--- config.mk ---
export PLATFORM = sky130hd
export DESIGN_NAME = core_alu_seq_flat
export DESIGN_NICKNAME = d
export VERILOG_FILES = /design/src/rtl/core_alu_seq_pkg.sv /design/src/rtl/core_alu_seq_if.sv /design/src/rtl/core_alu.sv /design/src/rtl/core_alu_seq.sv /design/src/flat_wrapper.sv
export SDC_FILE = /design/constraint.sdc
export NUM_CORES = 1
export LEC_CHECK = 0
export BUFFER_PORTS_ARGS = -buffer_cell sky130_fd_sc_hd__buf_2
export CORE_ASPECT_RATIO = 1.2
export CORE_MARGIN = 2
export CORE_UTILIZATION = 54
export DETAILED_ROUTE_END_ITERATION = 6
export PLACE_DENSITY = 0.78
export SLEW_MARGIN = 25
export SYNTH_ARGS = -nofsm -noshare
export SYNTH_HDL_FRONTEND = slang
export SYNTH_SLANG_ARGS = --single-unit
--- constraint.sdc ---
create_clock -name I_clock -period 5 [get_ports I_clock]
set_clock_uncertainty 0.05 [all_clocks]
set_input_delay 0.5 -clock I_clock [delete_from_list [all_inputs] [get_ports I_clock]]
set_output_delay 0.5 -clock I_clock [all_outputs]
set_load 0.05 [all_outputs]
--- src/rtl/core_alu_seq_pkg.sv ---
// Shared opcode, state and ALU control-word definitions for core_alu_seq.
// CORE_ALU_SEQ_ADD16_EN selects whether opcode E decodes to the two-pass add.
package core_alu_seq_pkg;

    typedef enum logic [3:0] {
        OP_LD    = 4'h0,
        OP_ORA   = 4'h1,
        OP_AND   = 4'h2,
        OP_EOR   = 4'h3,
        OP_ADC   = 4'h4,
        OP_SBC   = 4'h5,
        OP_CMP   = 4'h6,
        OP_BIT   = 4'h7,
        OP_ASL   = 4'h8,
        OP_LSR   = 4'h9,
        OP_ROL   = 4'hA,
        OP_ROR   = 4'hB,
        OP_INC   = 4'hC,
        OP_DEC   = 4'hD,
        OP_ADD16 = 4'hE,
        OP_NOP   = 4'hF
    } op_type;

    typedef enum logic [1:0] {
        ST_IDLE,
        ST_EXEC,
        ST_EXEC_HI
    } state_type;

    localparam int unsigned FLAG_N = 3;
    localparam int unsigned FLAG_V = 2;
    localparam int unsigned FLAG_Z = 1;
    localparam int unsigned FLAG_C = 0;

    typedef enum logic [3:0] {
        FN_PASS_A,
        FN_PASS_B,
        FN_OR,
        FN_AND,
        FN_EOR,
        FN_ADD,
        FN_SUB,
        FN_BIT,
        FN_ASL,
        FN_LSR,
        FN_ROL,
        FN_ROR,
        FN_INC,
        FN_DEC
    } alu_fn_type;

    typedef enum logic [1:0] {
        CIN_FLAG,
        CIN_ZERO,
        CIN_ONE
    } cin_type;

    typedef struct packed {
        alu_fn_type fn;
        cin_type    cin;
        logic [3:0] upd;
    } alu_ctrl_type;

    localparam logic [3:0] UPD_NONE = 4'b0000;
    localparam logic [3:0] UPD_NZ   = 4'b1010;
    localparam logic [3:0] UPD_NZC  = 4'b1011;
    localparam logic [3:0] UPD_NVZ  = 4'b1110;
    localparam logic [3:0] UPD_ALL  = 4'b1111;

    localparam alu_ctrl_type CTRL_LD    = '{FN_PASS_B, CIN_ZERO, UPD_NZ};
    localparam alu_ctrl_type CTRL_ORA   = '{FN_OR,     CIN_ZERO, UPD_NZ};
    localparam alu_ctrl_type CTRL_AND   = '{FN_AND,    CIN_ZERO, UPD_NZ};
    localparam alu_ctrl_type CTRL_EOR   = '{FN_EOR,    CIN_ZERO, UPD_NZ};
    localparam alu_ctrl_type CTRL_ADC   = '{FN_ADD,    CIN_FLAG, UPD_ALL};
    localparam alu_ctrl_type CTRL_SBC   = '{FN_SUB,    CIN_FLAG, UPD_ALL};
    localparam alu_ctrl_type CTRL_CMP   = '{FN_SUB,    CIN_ONE,  UPD_NZC};
    localparam alu_ctrl_type CTRL_BIT   = '{FN_BIT,    CIN_ZERO, UPD_NVZ};
    localparam alu_ctrl_type CTRL_ASL   = '{FN_ASL,    CIN_ZERO, UPD_NZC};
    localparam alu_ctrl_type CTRL_LSR   = '{FN_LSR,    CIN_ZERO, UPD_NZC};
    localparam alu_ctrl_type CTRL_ROL   = '{FN_ROL,    CIN_FLAG, UPD_NZC};
    localparam alu_ctrl_type CTRL_ROR   = '{FN_ROR,    CIN_FLAG, UPD_NZC};
    localparam alu_ctrl_type CTRL_INC   = '{FN_INC,    CIN_ZERO, UPD_NZ};
    localparam alu_ctrl_type CTRL_DEC   = '{FN_DEC,    CIN_ZERO, UPD_NZ};
    localparam alu_ctrl_type CTRL_ADD16 = '{FN_ADD,    CIN_ZERO, UPD_NONE};
    localparam alu_ctrl_type CTRL_NOP   = '{FN_PASS_A, CIN_ZERO, UPD_NONE};

    function automatic alu_ctrl_type op_ctrl(input op_type op);
        alu_ctrl_type c;
        c = CTRL_NOP;
        unique case (op)
            OP_LD:    c = CTRL_LD;
            OP_ORA:   c = CTRL_ORA;
            OP_AND:   c = CTRL_AND;
            OP_EOR:   c = CTRL_EOR;
            OP_ADC:   c = CTRL_ADC;
            OP_SBC:   c = CTRL_SBC;
            OP_CMP:   c = CTRL_CMP;
            OP_BIT:   c = CTRL_BIT;
            OP_ASL:   c = CTRL_ASL;
            OP_LSR:   c = CTRL_LSR;
            OP_ROL:   c = CTRL_ROL;
            OP_ROR:   c = CTRL_ROR;
            OP_INC:   c = CTRL_INC;
            OP_DEC:   c = CTRL_DEC;
`ifdef CORE_ALU_SEQ_ADD16_EN
            OP_ADD16: c = CTRL_ADD16;
`else
            OP_ADD16: c = CTRL_NOP;
`endif
            OP_NOP:   c = CTRL_NOP;
        endcase
        return c;
    endfunction

endpackage

--- src/rtl/core_alu_seq_if.sv ---
// Request/response and flag-write bundle between the core and core_alu_seq.
// master drives requests and flag writes; slave is the sequencer.
interface core_alu_seq_if;
    logic        I_req_valid;
    logic        O_req_ready;
    logic [3:0]  I_req_op;
    logic [15:0] I_req_lhs;
    logic [7:0]  I_req_rhs;
    logic        I_flags_wr;
    logic [3:0]  I_flags;
    logic        O_resp_valid;
    logic [7:0]  O_result;
    logic [7:0]  O_result_hi;
    logic        O_page_cross;
    logic [3:0]  O_flags;

    modport master (
        output I_req_valid, I_req_op, I_req_lhs, I_req_rhs,
        output I_flags_wr, I_flags,
        input  O_req_ready, O_resp_valid, O_result, O_result_hi,
        input  O_page_cross, O_flags
    );

    modport slave (
        input  I_req_valid, I_req_op, I_req_lhs, I_req_rhs,
        input  I_flags_wr, I_flags,
        output O_req_ready, O_resp_valid, O_result, O_result_hi,
        output O_page_cross, O_flags
    );
endinterface

--- src/rtl/core_alu.sv ---
// 8-bit combinational ALU: result plus candidate {N,V,Z,C}.
// The caller decides which candidate flags are committed.
module core_alu
    import core_alu_seq_pkg::*;
(
    input  alu_fn_type fn,
    input  logic [7:0] a,
    input  logic [7:0] b,
    input  logic       cin,
    output logic [7:0] y,
    output logic [3:0] flags
);

    logic [7:0] bx;
    logic [8:0] sum;
    logic       c;
    logic       v;

    // Shared adder (subtract is add of ~b) and per-function result select
    always_comb begin
        bx  = (fn == FN_SUB) ? ~b : b;
        sum = {1'b0, a} + {1'b0, bx} + {8'd0, cin};
        y   = a;
        c   = 1'b0;
        v   = 1'b0;
        unique case (fn)
            FN_PASS_A: y = a;
            FN_PASS_B: y = b;
            FN_OR:     y = a | b;
            FN_AND:    y = a & b;
            FN_EOR:    y = a ^ b;
            FN_ADD, FN_SUB: begin
                y = sum[7:0];
                c = sum[8];
                v = (a[7] == bx[7]) && (sum[7] != a[7]);
            end
            FN_BIT: begin
                y = a & b;
                v = b[6];
            end
            FN_ASL: begin
                y = {a[6:0], 1'b0};
                c = a[7];
            end
            FN_LSR: begin
                y = {1'b0, a[7:1]};
                c = a[0];
            end
            FN_ROL: begin
                y = {a[6:0], cin};
                c = a[7];
            end
            FN_ROR: begin
                y = {cin, a[7:1]};
                c = a[0];
            end
            FN_INC:    y = a + 8'd1;
            FN_DEC:    y = a - 8'd1;
            default:   y = a;
        endcase
        flags[FLAG_N] = (fn == FN_BIT) ? b[7] : y[7];
        flags[FLAG_V] = v;
        flags[FLAG_Z] = (y == 8'd0);
        flags[FLAG_C] = c;
    end

endmodule

--- src/rtl/core_alu_seq.sv ---
// ALU operation sequencer and {N,V,Z,C} flag register owner.
// Define CORE_ALU_SEQ_ADD16_EN to build the two-pass 16-bit address add.
module core_alu_seq
    import core_alu_seq_pkg::*;
(
    input  logic          I_clock,
    input  logic          I_reset_n,
    core_alu_seq_if.slave bus
);

    state_type    state_q, state_d;
    op_type       op_q;
    logic [7:0]   lhs_q, rhs_q;
    logic [3:0]   flags_q;
    logic         resp_q;
    logic [7:0]   result_q;
    logic         ready, accept;
    logic         exec_single;
    alu_ctrl_type ctrl;
    alu_fn_type   alu_fn;
    logic [7:0]   alu_a, alu_b, alu_y;
    logic         alu_cin;
    logic [3:0]   alu_flags;
`ifdef CORE_ALU_SEQ_ADD16_EN
    logic [7:0]   lhs_hi_q, lo_q, result_hi_q;
    logic         pc_q, page_cross_q;
    logic         exec_lo;
`else
    logic         unused_lhs_hi;
    assign unused_lhs_hi = ^bus.I_req_lhs[15:8];
`endif

    assign ctrl   = op_ctrl(op_q);
    assign accept = bus.I_req_valid & ready;
`ifdef CORE_ALU_SEQ_ADD16_EN
    assign exec_lo     = (state_q == ST_EXEC) && (op_q == OP_ADD16);
    assign exec_single = (state_q == ST_EXEC) && (op_q != OP_ADD16);
`else
    assign exec_single = (state_q == ST_EXEC);
`endif

    // Next state and request-ready decode
    always_comb begin
        state_d = state_q;
        ready   = 1'b0;
        unique case (state_q)
            ST_IDLE: begin
                ready = 1'b1;
                if (bus.I_req_valid) state_d = ST_EXEC;
            end
            ST_EXEC: begin
`ifdef CORE_ALU_SEQ_ADD16_EN
                ready = exec_single;
                if (exec_lo)                 state_d = ST_EXEC_HI;
                else if (bus.I_req_valid)    state_d = ST_EXEC;
                else                         state_d = ST_IDLE;
`else
                ready = 1'b1;
                state_d = bus.I_req_valid ? ST_EXEC : ST_IDLE;
`endif
            end
`ifdef CORE_ALU_SEQ_ADD16_EN
            ST_EXEC_HI: state_d = ST_IDLE;
`endif
            default: state_d = ST_IDLE;
        endcase
    end

    // ALU operand/carry select; the high pass adds only the latched carry
    always_comb begin
        alu_fn = ctrl.fn;
        alu_a  = lhs_q;
        alu_b  = rhs_q;
        unique case (ctrl.cin)
            CIN_FLAG: alu_cin = flags_q[FLAG_C];
            CIN_ONE:  alu_cin = 1'b1;
            default:  alu_cin = 1'b0;
        endcase
`ifdef CORE_ALU_SEQ_ADD16_EN
        if (state_q == ST_EXEC_HI) begin
            alu_fn  = FN_ADD;
            alu_a   = lhs_hi_q;
            alu_b   = 8'h00;
            alu_cin = pc_q;
        end
`endif
    end

    core_alu u_alu (
        .fn    (alu_fn),
        .a     (alu_a),
        .b     (alu_b),
        .cin   (alu_cin),
        .y     (alu_y),
        .flags (alu_flags)
    );

    // State register
    always_ff @(posedge I_clock or negedge I_reset_n) begin
        if (!I_reset_n) state_q <= ST_IDLE;
        else            state_q <= state_d;
    end

    // Operand capture on accept
    always_ff @(posedge I_clock or negedge I_reset_n) begin
        if (!I_reset_n) begin
            op_q  <= OP_NOP;
            lhs_q <= 8'h00;
            rhs_q <= 8'h00;
`ifdef CORE_ALU_SEQ_ADD16_EN
            lhs_hi_q <= 8'h00;
`endif
        end else if (accept) begin
            op_q  <= op_type'(bus.I_req_op);
            lhs_q <= bus.I_req_lhs[7:0];
            rhs_q <= bus.I_req_rhs;
`ifdef CORE_ALU_SEQ_ADD16_EN
            lhs_hi_q <= bus.I_req_lhs[15:8];
`endif
        end
    end

    // Flag register: an external write overrides the op's update
    always_ff @(posedge I_clock or negedge I_reset_n) begin
        if (!I_reset_n)
            flags_q <= 4'b0000;
        else if (bus.I_flags_wr)
            flags_q <= bus.I_flags;
        else if (exec_single)
            flags_q <= (flags_q & ~ctrl.upd) | (alu_flags & ctrl.upd);
    end

    // Response registers; results hold until the next response
    always_ff @(posedge I_clock or negedge I_reset_n) begin
        if (!I_reset_n) begin
            resp_q   <= 1'b0;
            result_q <= 8'h00;
`ifdef CORE_ALU_SEQ_ADD16_EN
            result_hi_q  <= 8'h00;
            page_cross_q <= 1'b0;
            lo_q         <= 8'h00;
            pc_q         <= 1'b0;
`endif
        end else begin
            resp_q <= 1'b0;
            if (exec_single) begin
                resp_q   <= 1'b1;
                result_q <= alu_y;
`ifdef CORE_ALU_SEQ_ADD16_EN
                result_hi_q  <= 8'h00;
                page_cross_q <= 1'b0;
`endif
            end
`ifdef CORE_ALU_SEQ_ADD16_EN
            if (exec_lo) begin
                lo_q <= alu_y;
                pc_q <= alu_flags[FLAG_C];
            end
            if (state_q == ST_EXEC_HI) begin
                resp_q       <= 1'b1;
                result_q     <= lo_q;
                result_hi_q  <= alu_y;
                page_cross_q <= pc_q;
            end
`endif
        end
    end

    assign bus.O_req_ready  = ready;
    assign bus.O_resp_valid = resp_q;
    assign bus.O_result     = result_q;
    assign bus.O_flags      = flags_q;
`ifdef CORE_ALU_SEQ_ADD16_EN
    assign bus.O_result_hi  = result_hi_q;
    assign bus.O_page_cross = page_cross_q;
`else
    assign bus.O_result_hi  = 8'h00;
    assign bus.O_page_cross = 1'b0;
`endif

endmodule

--- src/flat_wrapper.sv ---
// flat-port wrapper written by rule: the top's interface ports become plain ports
module core_alu_seq_flat import core_alu_seq_pkg::*;
  (I_clock, I_reset_n, bus_I_req_valid, bus_I_req_op, bus_I_req_lhs, bus_I_req_rhs, bus_I_flags_wr, bus_I_flags, bus_O_req_ready, bus_O_resp_valid, bus_O_result, bus_O_result_hi, bus_O_page_cross, bus_O_flags);
  core_alu_seq_if bus_i ();
  input  logic I_clock;
  input  logic I_reset_n;
  input wire logic [$bits(bus_i.I_req_valid)-1:0] bus_I_req_valid;
  input wire logic [$bits(bus_i.I_req_op)-1:0] bus_I_req_op;
  input wire logic [$bits(bus_i.I_req_lhs)-1:0] bus_I_req_lhs;
  input wire logic [$bits(bus_i.I_req_rhs)-1:0] bus_I_req_rhs;
  input wire logic [$bits(bus_i.I_flags_wr)-1:0] bus_I_flags_wr;
  input wire logic [$bits(bus_i.I_flags)-1:0] bus_I_flags;
  output wire logic [$bits(bus_i.O_req_ready)-1:0] bus_O_req_ready;
  output wire logic [$bits(bus_i.O_resp_valid)-1:0] bus_O_resp_valid;
  output wire logic [$bits(bus_i.O_result)-1:0] bus_O_result;
  output wire logic [$bits(bus_i.O_result_hi)-1:0] bus_O_result_hi;
  output wire logic [$bits(bus_i.O_page_cross)-1:0] bus_O_page_cross;
  output wire logic [$bits(bus_i.O_flags)-1:0] bus_O_flags;
  assign bus_i.I_req_valid = bus_I_req_valid;
  assign bus_i.I_req_op = bus_I_req_op;
  assign bus_i.I_req_lhs = bus_I_req_lhs;
  assign bus_i.I_req_rhs = bus_I_req_rhs;
  assign bus_i.I_flags_wr = bus_I_flags_wr;
  assign bus_i.I_flags = bus_I_flags;
  assign bus_O_req_ready = bus_i.O_req_ready;
  assign bus_O_resp_valid = bus_i.O_resp_valid;
  assign bus_O_result = bus_i.O_result;
  assign bus_O_result_hi = bus_i.O_result_hi;
  assign bus_O_page_cross = bus_i.O_page_cross;
  assign bus_O_flags = bus_i.O_flags;
  core_alu_seq u_core (.I_clock(I_clock), .I_reset_n(I_reset_n), .bus(bus_i));
endmodule
Yosys cells after proc, flatten, opt, wreduce, memory -nomap -nowiden
Memory sizes are Yosys's and may differ from the RTL's.
Cells that the tools add are included.
{ "classes": {"n_addsub": 4, "n_eq_ne": 18, "n_mux": 13, "bitwise_logic": 9, "n_reduce_logical": 10} }
{ "op_table": {"columns": ["cell", "n"], "rows": [
  ["case mux 8 bit (11 select lines)", 1],
  ["equality test 4 bit, second input constant", 6],
  ["equality test 4 x 3 -> 1 bit, second input constant", 4],
  ["OR reduction 2 bit", 5],
  ["adder 8 x 8 -> 9 bit", 1],
  ["adder 9 x 1 -> 9 bit", 1],
  ["adder 8 x 1 -> 8 bit, second input constant", 1],
  ["AND 4 bit", 2],
  ["AND 8 bit", 1],
  ["equality test 4 x 2 -> 1 bit, second input constant", 2],
  ["logical NOT 8 bit", 1],
  ["two-way mux 4 bit", 2],
  ["two-way mux 8 bit", 1],
  ["NOT 8 bit", 1],
  ["OR 8 bit", 1],
  ["subtractor 8 x 1 -> 8 bit, second input constant", 1],
  ["XOR 8 bit", 1],
  ["equality test 4 x 1 -> 1 bit, second input constant", 1],
  ["logical NOT 2 bit", 2],
  ["two-way mux 1 bit", 4],
  ["NOT 4 bit", 1],
  ["OR 4 bit", 1],
  ["case mux 1 bit (2 select lines)", 2],
  ["case mux 2 bit (2 select lines)", 1],
  ["10 further kinds", 10]
]} }
{ "word_totals": {"reg_bits": 35, "romBits": 160, "in_bits": 36, "out_inout_bits": 23, "elab_cells": 62, "mem_count": 1} }
{ "mem_list": {"columns": ["name", "depth", "word_bits", "rd", "rd_ports_with_merged_regs", "write_ports", "line", "source"], "rows": [
  ["(name not given)", 16, 10, 1, 0, 0, "core_alu_seq_pkg.sv:90", "unique case (op)"]
]} }

Logic depth before layout (Yosys ltp)
Gate-level depths: netlist (run 1).
An unclocked memory read counts as a cell.
{ "logic_depth": {"depth_word": 12, "depth_mapped": 18, "mapped_depth_nobuf": 17} }

Hierarchy
A second synthesis (run 1) with hierarchy kept.
{ "hier_totals": {"hier_cells": 388, "hier_area_um2": 3423.3} }
{ "by_module_without_submodules": {"columns": ["mod", "instances", "cells_each", "area_each_um2", "seq_area_each_um2"], "rows": [
  ["core_alu", 1, 261, 1829.3, 0.0],
  ["core_alu_seq", 1, 127, 1594.0, 855.8]
]} }

Worst setup path before layout (run 1)
No wires, ideal clock.
{ "synth_timing": {"path_kind": "reg2reg", "startpoint": "reg u_core.op_q[0]", "endpoint": "reg (tool-made name)", "setup_ns": 0.065, "t_arrival_ns": 4.475, "required_time_ns": 4.885, "path_slack_ns": 0.410, "stages_incl_launch_ff": 19, "path_buffers": 1, "synth_period_minus_slack_ns": 4.590, "path_cell_list": "dfstp_2 > buf_2 > inv_1 > ha_1 > mux2_4 > mux2_4 > nand3_1 > xnor2_1 > fa_1 > inv_1 > fa_1 > nand3_1 > a21boi_0 > o21a_1 > o21a_1 > nor3_1 > o32a_1 > nor4b_2 > a31o_1"} }
{ "synth_rtl": {"columns": ["element", "line", "source"], "rows": [
  ["start, declared", "core_alu_seq.sv:12", "op_type op_q;"],
  ["start signal, assigned", "core_alu_seq.sv:114", "op_q <= op_type'(bus.I_req_op);"]
]} }

==> impl_metrics.json, run 1 <==
{
  "power.density_nw_per_um2": 350.0,
  "root_buffer": "clkbuf_8",
  "syn_avg_cell_area_sq_um": 8.592,
  "drt_wl_total_um": 8307,
  "synth_async_sr_flop_share_pct": 100.0,
  "nNetsFinal": 485,
  "grt_pass1_vias": 2731,
  "ys_seq_area_share_pct": 26.42,
  "core_sq_um": 5743,
  "ir_worst_vdd_mv": 0.3278,
  "post-dp-hpwl_um": 6226,
  "placementRows": 30,
  "diodes": 0,
  "worstSetupStartpoint": "u_core.op_q[1]",
  "dp.cells": 485,
  "worst_slack_ns": 0.5998,
  "clkSlewWorstSetupHoldPaths_ns": 0.09,
  "slew_viol_final": 0,
  "final_hold_viol_count": 0,
  "fill_cells": 521,
  "synth_seq_cells": 34,
  "synthTopCellsByCount": "nand2_1 (40), ha_1 (34), o21ai_0 (33), dfrtp_1 (30)",
  "synthTopCellsByArea": "dfrtp_1 (23%), ha_1 (13%), o21ai_0 (5.1%), nand2_1 (4.6%), xnor2_1 (3.8%)",
  "synth.most_common_cell": "nand2_1",
  "r2r_slack_ns": 0.60,
  "power_frac_comb_pct": 44.9,
  "place_area_sq_um": 3438,
  "rsz0062_at_grt": "false",
  "post-route-util_pct": 62.27,
  "final.setup.tns_ns": 0,
  "intPower_mw": 0.7201,
  "synth_area_sq_um": 3239,
  "die_x_um": 74.71,
  "cts.sink_count": 34,
  "vias": 2923,
  "p_total_mw": 1.252,
  "cts_resized": 0,
  "antenna_found_initial": 0,
  "worst_r2r_path_depth": 17,
  "synth_top_cell_by_area": "dfrtp_1",
  "detail-route-antenna-nets": 0,
  "clk_latency_ns": 0.30,
  "switching_share_pct": 42.46,
  "drv_cap": 0,
  "status": "finished clean",
  "worst_ep_required_time_ns": 5.20,
  "clockBufferDepth": 2,
  "leakagePower_nw": 1.689,
  "h-tree-depth": 2,
  "period_minus_slack_ns": 4.400,
  "io_pins": 59,
  "wl_per_cell_um": 16.85,
  "pre_cts_ws_ns": 0.6512,
  "critPathMaxFanout": 13,
  "ys_warn_count": 0,
  "syn_to_final_growth_pct": 10.39,
  "p_seq_share_pct": 29.8,
  "grt_first_pass_wirelength_um": 13150,
  "synth.distinct_cells": 68,
  "first_iter_violations": 267,
  "grt_max_degree": 40,
  "io_buffers": 40,
  "drive_gt1_share_pct": 18.89,
  "worstSetupEndpointType": "register",
  "route.detailed.drc": 0,
  "hp-class": "input port to async pin",
  "path_class": "register to register",
  "syn_inst": 377,
  "worstMarginPinSlew_ns": 0.7655,
  "setup_viol": 0,
  "fin_crit_sh_pct": 88.00,
  "hold_slack_ns": 0.2075,
  "hold_buffers": 0,
  "fmax_mhz": 227.3,
  "vias_per_cell": 5.929,
  "power_frac_clock_pct": 25.2,
  "max_slew_margin_pct": 48.96,
  "postCtsSetupBuffers": 0,
  "gp_congestion": 0.9725,
  "grt-ovfl-total": 0,
  "synth-main-ff-cell": "dfrtp_1",
  "stdcell_area_sq_um": 3576,
  "cts_tree": "built",
  "arrival_ns": 4.60,
  "synth_edf_count": 0,
  "synth_top_area_share_pct": 23.17,
  "instances_no_fill": 493,
  "numCtsBuffers": 5,
  "r2r-start": "u_core.op_q[1]",
  "die_h_um": 88.85,
  "gr-usage-all-layers_pct": 26.59,
  "design.die.area_sq_um": 6637,
  "cp-start-kind": "register",
  "dr.pass1.iters": 4,
  "initial_core_util_pct": 56.41,
  "p_sw_mw": 0.5315
}
[power by group through the flow]
stage	Clock [mW]	Combinational, mW	Sequential [mW]
CTS	0.320	0.560	0.372
global placement	0	0.546	0.375
global route	0.335	0.612	0.379
floorplan	0	0.346	0.457
finish	0.316	0.562	0.373
detailed placement	0	0.558	0.377
[layer usage]
metal	GRT usage, %	vias up	share of wire [%]
met5	0	-	0
met4	14.45	0	5.2
met3	5.467	28	6.0
met2	42.16	115	47
met1	33.64	1369	42
li1	-	1411	-
[worst max-delay path: stages (launching register included)]
cell and delay [ns]:
dfstp_2 0.69, inv_1 0.11, ha_1 0.30, mux2_4 0.28, mux2_4 0.33, nand3_1 0.14
xnor2_1 0.11, fa_1 0.45, inv_1 0.09, fa_1 0.20, nand3_1 0.11, a21boi_0 0.29
o21a_1 0.18, o21a_1 0.14, nor3_1 0.06, o32a_1 0.39, nor4b_2 0.28, a31o_1 0.16
[layout make-up]
class	instances	area, sq um	area share, %
clock buffers	5	68.82	1.924
multi-input cells	300	2143	59.94
repair buffers	46	245.2	6.858
well taps	80	100.1	2.799
clock inverters	3	68.82	1.924
flip-flops and latches	34	855.8	23.93
inverters	25	93.84	2.624
[how the worst max path moves through the flow]
stage | endpoint | cells after the start
2_1_floorplan | register | 18
3_3_place_gp | register | 17
3_5_place_dp | register | 17
4_1_cts | register | 17
5_1_grt | register | 16
6_report | register | 17
[layout by cell type (no fill, tap or decap), types with 4 or more instances in the layout]
cell type / instances
inv_1: 25
xnor2_1: 14
a32oi_1: 4
clkbuf_8: 5
mux2_2: 6
nand3_1: 11
mux2i_1: 10
ha_1: 34
nor2_1: 25
o22ai_1: 9
dfstp_2: 4
buf_4: 6
o21ai_0: 33
nand2_1: 40
dfrtp_1: 30
conb_1: 10
a21oi_1: 21
nor3_1: 5
buf_2: 40
[cells by family after synthesis]
kind of cell,synth area share [%]
multiplexers,6.103
adder cells (fa/ha/maj),14.99
other,0.2318
flip-flops,26.42
buffers and inverters,8.343
XOR/XNOR,4.828
AND/OR/NAND/NOR,16.80
AO/OA/AOI/OAI,22.29
Power figures use the tool's default switching activity.
==> inputs of run 2 (changes only) <==
Settings changed: PLACE_DENSITY 0.78 to 0.77, SYNTH_HIERARCHICAL from default to 1.
==> run 2 against run 1 <==
Final cell count increased by 1.4%. Clock power is 2% lower. Sequential share of layout area fell by 1.2 points. Routed wire length up 4.6%. Via count up 4.2%. Synthesized area grew 5.7%. First-iteration DRC count decreased by 6.0%. Core utilization shrank 0.46 points. Largest cell class unchanged.
==> impl_metrics.json, run 2 <==
{
  "vias_per_cell": 6.094,
  "ir_worst_vdd_mv": 0.3876,
  "diodes": 0,
  "intPower_mw": 0.8086,
  "cp_num_buf_inv": 1,
  "fill_cells": 526,
  "gr-usage-all-layers_pct": 26.09,
  "placementRows": 31,
  "syn_to_final_growth_pct": 9.942,
  "p_sw_mw": 0.6537,
  "synth_top_cell_by_area": "dfrtp_1",
  "drive_gt1_share_pct": 24.64,
  "wl_per_cell_um": 17.37,
  "die_h_um": 91.22,
  "power_frac_comb_pct": 52.4,
  "path_class": "register to register",
  "max_slew_margin_pct": 42.60,
  "hold_buffers": 0,
  "syn_avg_cell_area_sq_um": 8.823,
  "io_pins": 59,
  "switching_share_pct": 44.70,
  "crit_chain": "ha_1 -> a21oi_1 -> a21oi_1 -> buf_4 -> nor2b_2 -> nand2_1 -> nor2_2 -> ha_1 -> xnor2_1 -> o22ai_1 -> a2111o_1 -> or4_1 -> a21oi_1 -> nor4b_2 -> and3_1 -> o31a_1",
  "final_hold_viol_count": 0,
  "cp-start-kind": "register",
  "cpPeakStageDelay_ns": 0.63,
  "worstSetupEndpointType": "register",
  "cp_top_family": "simple AND/OR/NAND/NOR gates",
  "dp.cells": 492,
  "drv_cap": 0,
  "synth_area_sq_um": 3423,
  "dr.pass1.iters": 5,
  "final.setup.tns_ns": 0,
  "fmax_mhz": 213.4,
  "p_total_mw": 1.462,
  "worstMarginPinSlew_ns": 0.8592,
  "synthTopCellsByArea": "dfrtp_1 (22%), ha_1 (12%), mux2_2 (9.2%), a21oi_1 (3.9%), xnor2_1 (3.8%)",
  "worst_slack_ns": 0.3140,
  "critPathMaxFanout": 20,
  "status": "finished clean",
  "synth_seq_cells": 34,
  "initial_core_util_pct": 56.22,
  "worst_ep_required_time_ns": 5.18,
  "p_seq_share_pct": 26.4,
  "syn_inst": 388,
  "detail-route-antenna-nets": 0,
  "grt-ovfl-total": 0,
  "fin_crit_sh_pct": 93.72,
  "period_minus_slack_ns": 4.686,
  "pre_cts_ws_ns": 0.3081,
  "cpMaxStageDelayCell": "dfstp_2",
  "numCtsBuffers": 5,
  "route.detailed.drc": 0,
  "grt_pass1_vias": 3181,
  "cts_tree": "built",
  "hp-class": "input port to async pin",
  "synth.most_common_cell": "ha_1",
  "io_buffers": 40,
  "nNetsFinal": 490,
  "root_buffer": "clkbuf_8",
  "first_iter_violations": 251,
  "ys_seq_area_share_pct": 25.00,
  "synth-main-ff-cell": "dfrtp_1",
  "place_area_sq_um": 3616,
  "die_x_um": 76.69,
  "arrival_ns": 4.87,
  "gp_congestion": 0.9322,
  "rsz0062_at_grt": "false",
  "vias": 3047,
  "power_frac_clock_pct": 21.2,
  "clk_latency_ns": 0.29,
  "core_sq_um": 6090,
  "synth.distinct_cells": 72,
  "post-dp-hpwl_um": 6503,
  "synth_async_sr_flop_share_pct": 100.0,
  "setup_viol": 0,
  "instances_no_fill": 500,
  "ys_warn_count": 6,
  "power.density_nw_per_um2": 388.5,
  "synth_top_area_share_pct": 21.93,
  "h-tree-depth": 2,
  "final_cell_mix": "buf_2 (40), ha_1 (34), dfrtp_1 (30)",
  "clockBufferDepth": 2,
  "synthTopCellsByCount": "ha_1 (34), dfrtp_1 (30), mux2_2 (28), a21oi_1 (27)",
  "grt_max_degree": 38,
  "grt_first_pass_wirelength_um": 14890,
  "layout.cells.most_common": "buf_2",
  "cts.sink_count": 34,
  "antenna_found_initial": 0,
  "slew_viol_final": 0,
  "clkSlewWorstSetupHoldPaths_ns": 0.08,
  "synth_edf_count": 0,
  "drt_wl_total_um": 8685,
  "leakagePower_nw": 1.709,
  "stdcell_area_sq_um": 3764,
  "cp_common_cell": "a21oi_1",
  "design.die.area_sq_um": 6995
}
run 2: cell count changes in the layout (fill, tap and decap cells not counted), moves of 3 or more:
cell      before  now
o211ai_1       1    5
a311oi_1       0    3
o31ai_1        0    4
a21oi_1       21   25
and3_1         1    7
nand2b_1       3    6
nand2_1       40   21
o21ai_0       33   17
o21a_1         2    5
mux2i_1       10    2
mux2_2         6   28
a32oi_1        4    1
o22ai_1        9    4
run 2: kinds of logic after synthesis:
group | synth area share (%)
buf+inv | 9.284
simple gates | 14.62
compound gates | 22.04
xor+xnor | 4.861
flops | 25.00
fa+ha+maj | 14.18
mux | 9.795
other cells | 0.2194
run 2: layout make-up:
type	count	area, sq um	share of cell area [%]
tap	82	102.6	2.726
sequential	34	855.8	22.74
clock inverter	3	68.82	1.828
multi-input combinational	301	2303	61.20
clock buffer	5	68.82	1.828
timing repair buffer	48	260.3	6.915
inverter	27	103.9	2.759
run 2: power groups by stage:
stage | sequential, mW | combinational (mW) | clock (mW)
floorplan | 0.499 | 0.469 | 0
global placement | 0.389 | 0.731 | 0
detailed placement | 0.390 | 0.748 | 0
CTS | 0.386 | 0.754 | 0.316
global route | 0.394 | 0.832 | 0.324
finish | 0.386 | 0.766 | 0.310
run 2: final timing paths:
check / start / to / slack (ns) / cells after the start
setup / recovery: u_core/op_q[1] / register / 0.31 / 16
hold / removal: I_reset_n / u_core/bus.O_result[7] / 0.23 / 1
setup reg to reg: u_core/op_q[1] / register / 0.31 / 16
hold reg to reg: u_core/bus.O_result[4] / u_core/bus.O_result[4] / 0.46 / 1
max in group asynchronous: I_reset_n / u_core/alu_a[4] / 4.18 / 1
min in group I_clock: bus_I_req_op[1] / u_core/op_q[1] / 0.37 / 3
run 2: repair_timing:
action	in CTS	in global routing
buffers inserted	0	0
endpoints found under the hold margin	0	0
resized for setup	0	3
setup endpoints to repair	0	2
run 2: stage by stage:
stage          util [%]  hold WS, ns
6_report          61.80       0.2276
5_1_grt           61.80       0.2887
4_1_cts           61.64       0.2418
3_5_place_dp      59.38       0.4439
3_3_place_gp      59.38       0.4354
2_1_floorplan         -       0.1544
run 2: per-layer routing:
metal	GRT usage, %	vias up	wire length [um]	share of wire [%]
met3	4.175	33	591	6.8
met4	15.15	0	366	4.2
li1	-	1442	-	-
met1	31.80	1438	3463	40
met2	43.35	134	4263	49
met5	0	-	0	0
==> inputs of run 3 (changes only) <==
Settings changed: CELL_PAD_IN_SITES_DETAIL_PLACEMENT from default to 2, CELL_PAD_IN_SITES_GLOBAL_PLACEMENT from default to 2, CORE_MARGIN 2 to default, CORE_UTILIZATION 54 to 35, PLACE_DENSITY 0.77 to default, PLACE_DENSITY_LB_ADDON from default to 0.1.
==> run 3 against run 2 <==
Combinational power increased by 7.0%. Register-to-register slack hardly changed. Core utilization down 21 points. Power grew 11%. Worst setup slack improved by 0.014 ns. Sequential share of layout area down 0.96 points. Sequential cell count did not move. Fmax up 0.29%. Routed wire length up 36%. Largest cell class unchanged. Largest power group unchanged.
==> impl_metrics.json, run 3 (same netlist as run 2, synthesis figures left out) <==
{
  "final_hold_viol_count": 0,
  "status": "finished clean",
  "cts_resized": 0,
  "worst_slack_ns": 0.3276,
  "cpPeakStageDelay_ns": 0.65,
  "power_frac_clock_pct": 25.7,
  "hp-class": "input port to async pin",
  "wl_per_cell_um": 21.60,
  "final.setup.tns_ns": 0,
  "initial_core_util_pct": 35.98,
  "io_pins": 59,
  "cts_tree": "built",
  "grt-ovfl-total": 0,
  "worstMarginPinSlew_ns": 0.7689,
  "fmax_mhz": 214.0,
  "vias": 3081,
  "core_sq_um": 9515,
  "first_iter_violations": 143,
  "grt_first_pass_wirelength_um": 18860,
  "power_frac_comb_pct": 50.4,
  "cpMaxStageDelayCell": "dfstp_2",
  "arrival_ns": 4.85,
  "final_cell_mix": "buf_2 (40), ha_1 (34), dfrtp_1 (30)",
  "period_minus_slack_ns": 4.672,
  "intPower_mw": 0.9197,
  "clk_latency_ns": 0.28,
  "cp-start-kind": "register",
  "worst_r2r_path_depth": 18,
  "detail-route-antenna-nets": 0,
  "clockBufferDepth": 2,
  "post-dp-hpwl_um": 8804,
  "gr-usage-all-layers_pct": 24.66,
  "power.density_nw_per_um2": 414.1,
  "path_class": "register to register",
  "worstSetupEndpointType": "register",
  "cts.sink_count": 34,
  "leakagePower_nw": 1.768,
  "vias_per_cell": 5.643,
  "layout.cells.most_common": "buf_2",
  "p_sw_mw": 0.7076,
  "io_buffers": 40,
  "drv_cap": 0,
  "clkSlewWorstSetupHoldPaths_ns": 0.06,
  "slew_viol_final": 0,
  "design.die.area_sq_um": 10180,
  "pre_cts_ws_ns": 0.2302,
  "grt_max_degree": 38,
  "max_slew_margin_pct": 48.74,
  "setup_viol": 0,
  "r2r_slack_ns": 0.33,
  "numCtsBuffers": 5,
  "syn_to_final_growth_pct": 14.80,
  "antenna_found_initial": 0,
  "drive_gt1_share_pct": 25.77,
  "placementRows": 39,
  "drt_wl_total_um": 11790,
  "hold_buffers": 0,
  "p_seq_share_pct": 23.9,
  "worst_ep_required_time_ns": 5.18,
  "r2r-start": "u_core/op_q[1]",
  "diodes": 0,
  "route.detailed.drc": 0,
  "root_buffer": "clkbuf_16",
  "rsz0062_at_grt": "false",
  "nNetsFinal": 495,
  "dr.pass1.iters": 4,
  "switching_share_pct": 43.48,
  "grt_pass1_vias": 3361,
  "fin_crit_sh_pct": 93.45,
  "critPathMaxFanout": 9,
  "die_x_um": 92.28,
  "postCtsSetupBuffers": 0,
  "die_h_um": 110.3,
  "crit_chain": "inv_1 -> ha_1 -> nor2_1 -> a21oi_1 -> a21oi_2 -> clkinv_1 -> and3_1 -> xnor2_1 -> fa_1 -> inv_1 -> fa_1 -> xor2_1 -> a2111o_1 -> or4_1 -> a21oi_1 -> nor4b_4 -> and3_1 -> o31a_1",
  "h-tree-depth": 2,
  "ir_worst_vdd_mv": 0.4437,
  "gp_congestion": 0.8271
}
==> run 3: area by class of cell <==
class | instances | area [sq um]
Clock buffer | 6 | 138.9
Multi-Input combinational cell | 301 | 2320
Clock inverter | 2 | 60.06
Inverter | 27 | 103.9
Timing Repair Buffer | 53 | 297.8
Tap cell | 123 | 153.9
Fill cell | 1076 | 5585
Sequential cell | 34 | 855.8
==> run 3: through the flow <==
| stage | total power, mW | utilization (%) | area [sq um] | std cells | hold slack (ns) |
|---|---|---|---|---|---|
| after floorplan | 0.9675 | - | 3453 | 396 | 0.1544 |
| after global placement | 1.169 | 38.93 | 3705 | 538 | 0.4368 |
| after detailed placement | 1.195 | 38.93 | 3705 | 538 | 0.4448 |
| after CTS | 1.630 | 41.03 | 3904 | 546 | 0.2662 |
| after global routing | 1.727 | 41.30 | 3930 | 546 | 0.3042 |
| final | 1.627 | 41.30 | 3930 | 546 | 0.2381 |
==> run 3: power groups by stage <==
stage          registers [mW]  logic [mW]  clock network, mW
2_1_floorplan           0.499       0.469                  0
3_3_place_gp            0.389       0.780                  0
3_5_place_dp            0.393       0.802                  0
4_1_cts                 0.391       0.812              0.428
5_1_grt                 0.399       0.893              0.435
6_report                0.390       0.820              0.418
==> run 3: worst max-delay path: cells and delay by family, from the launching register on <==
family / cells / cell delay, ns
XOR/XNOR: 2 / 0.38
AND/OR/NAND/NOR: 5 / 1.25
flip-flops: 1 / 0.65
buffers and inverters: 3 / 0.27
adder cells (fa/ha/maj): 3 / 0.97
AO/OA/AOI/OAI: 5 / 1.05
==> run 3: worst max-delay path by stage <==
| stage | end | cells after the start | start | slack [ns] |
|---|---|---|---|---|
| after floorplan | register | 20 | u_core/op_q[1] | 0.34 |
| after global placement | register | 19 | u_core/op_q[1] | 0.40 |
| after detailed placement | register | 16 | u_core/op_q[1] | 0.23 |
| after CTS | register | 16 | u_core/op_q[1] | 0.09 |
| after global routing | register | 18 | u_core/op_q[1] | 0.02 |
| final | register | 18 | u_core/op_q[1] | 0.33 |
==> run 3: per-layer routing <==
metal | track usage (%) | vias to the layer above | wire length [um]
met5 | 0 | - | 0
met4 | 10.71 | 0 | 405
met3 | 2.812 | 19 | 241
met2 | 42.00 | 53 | 5878
met1 | 31.67 | 1561 | 5269
li1 | - | 1448 | -
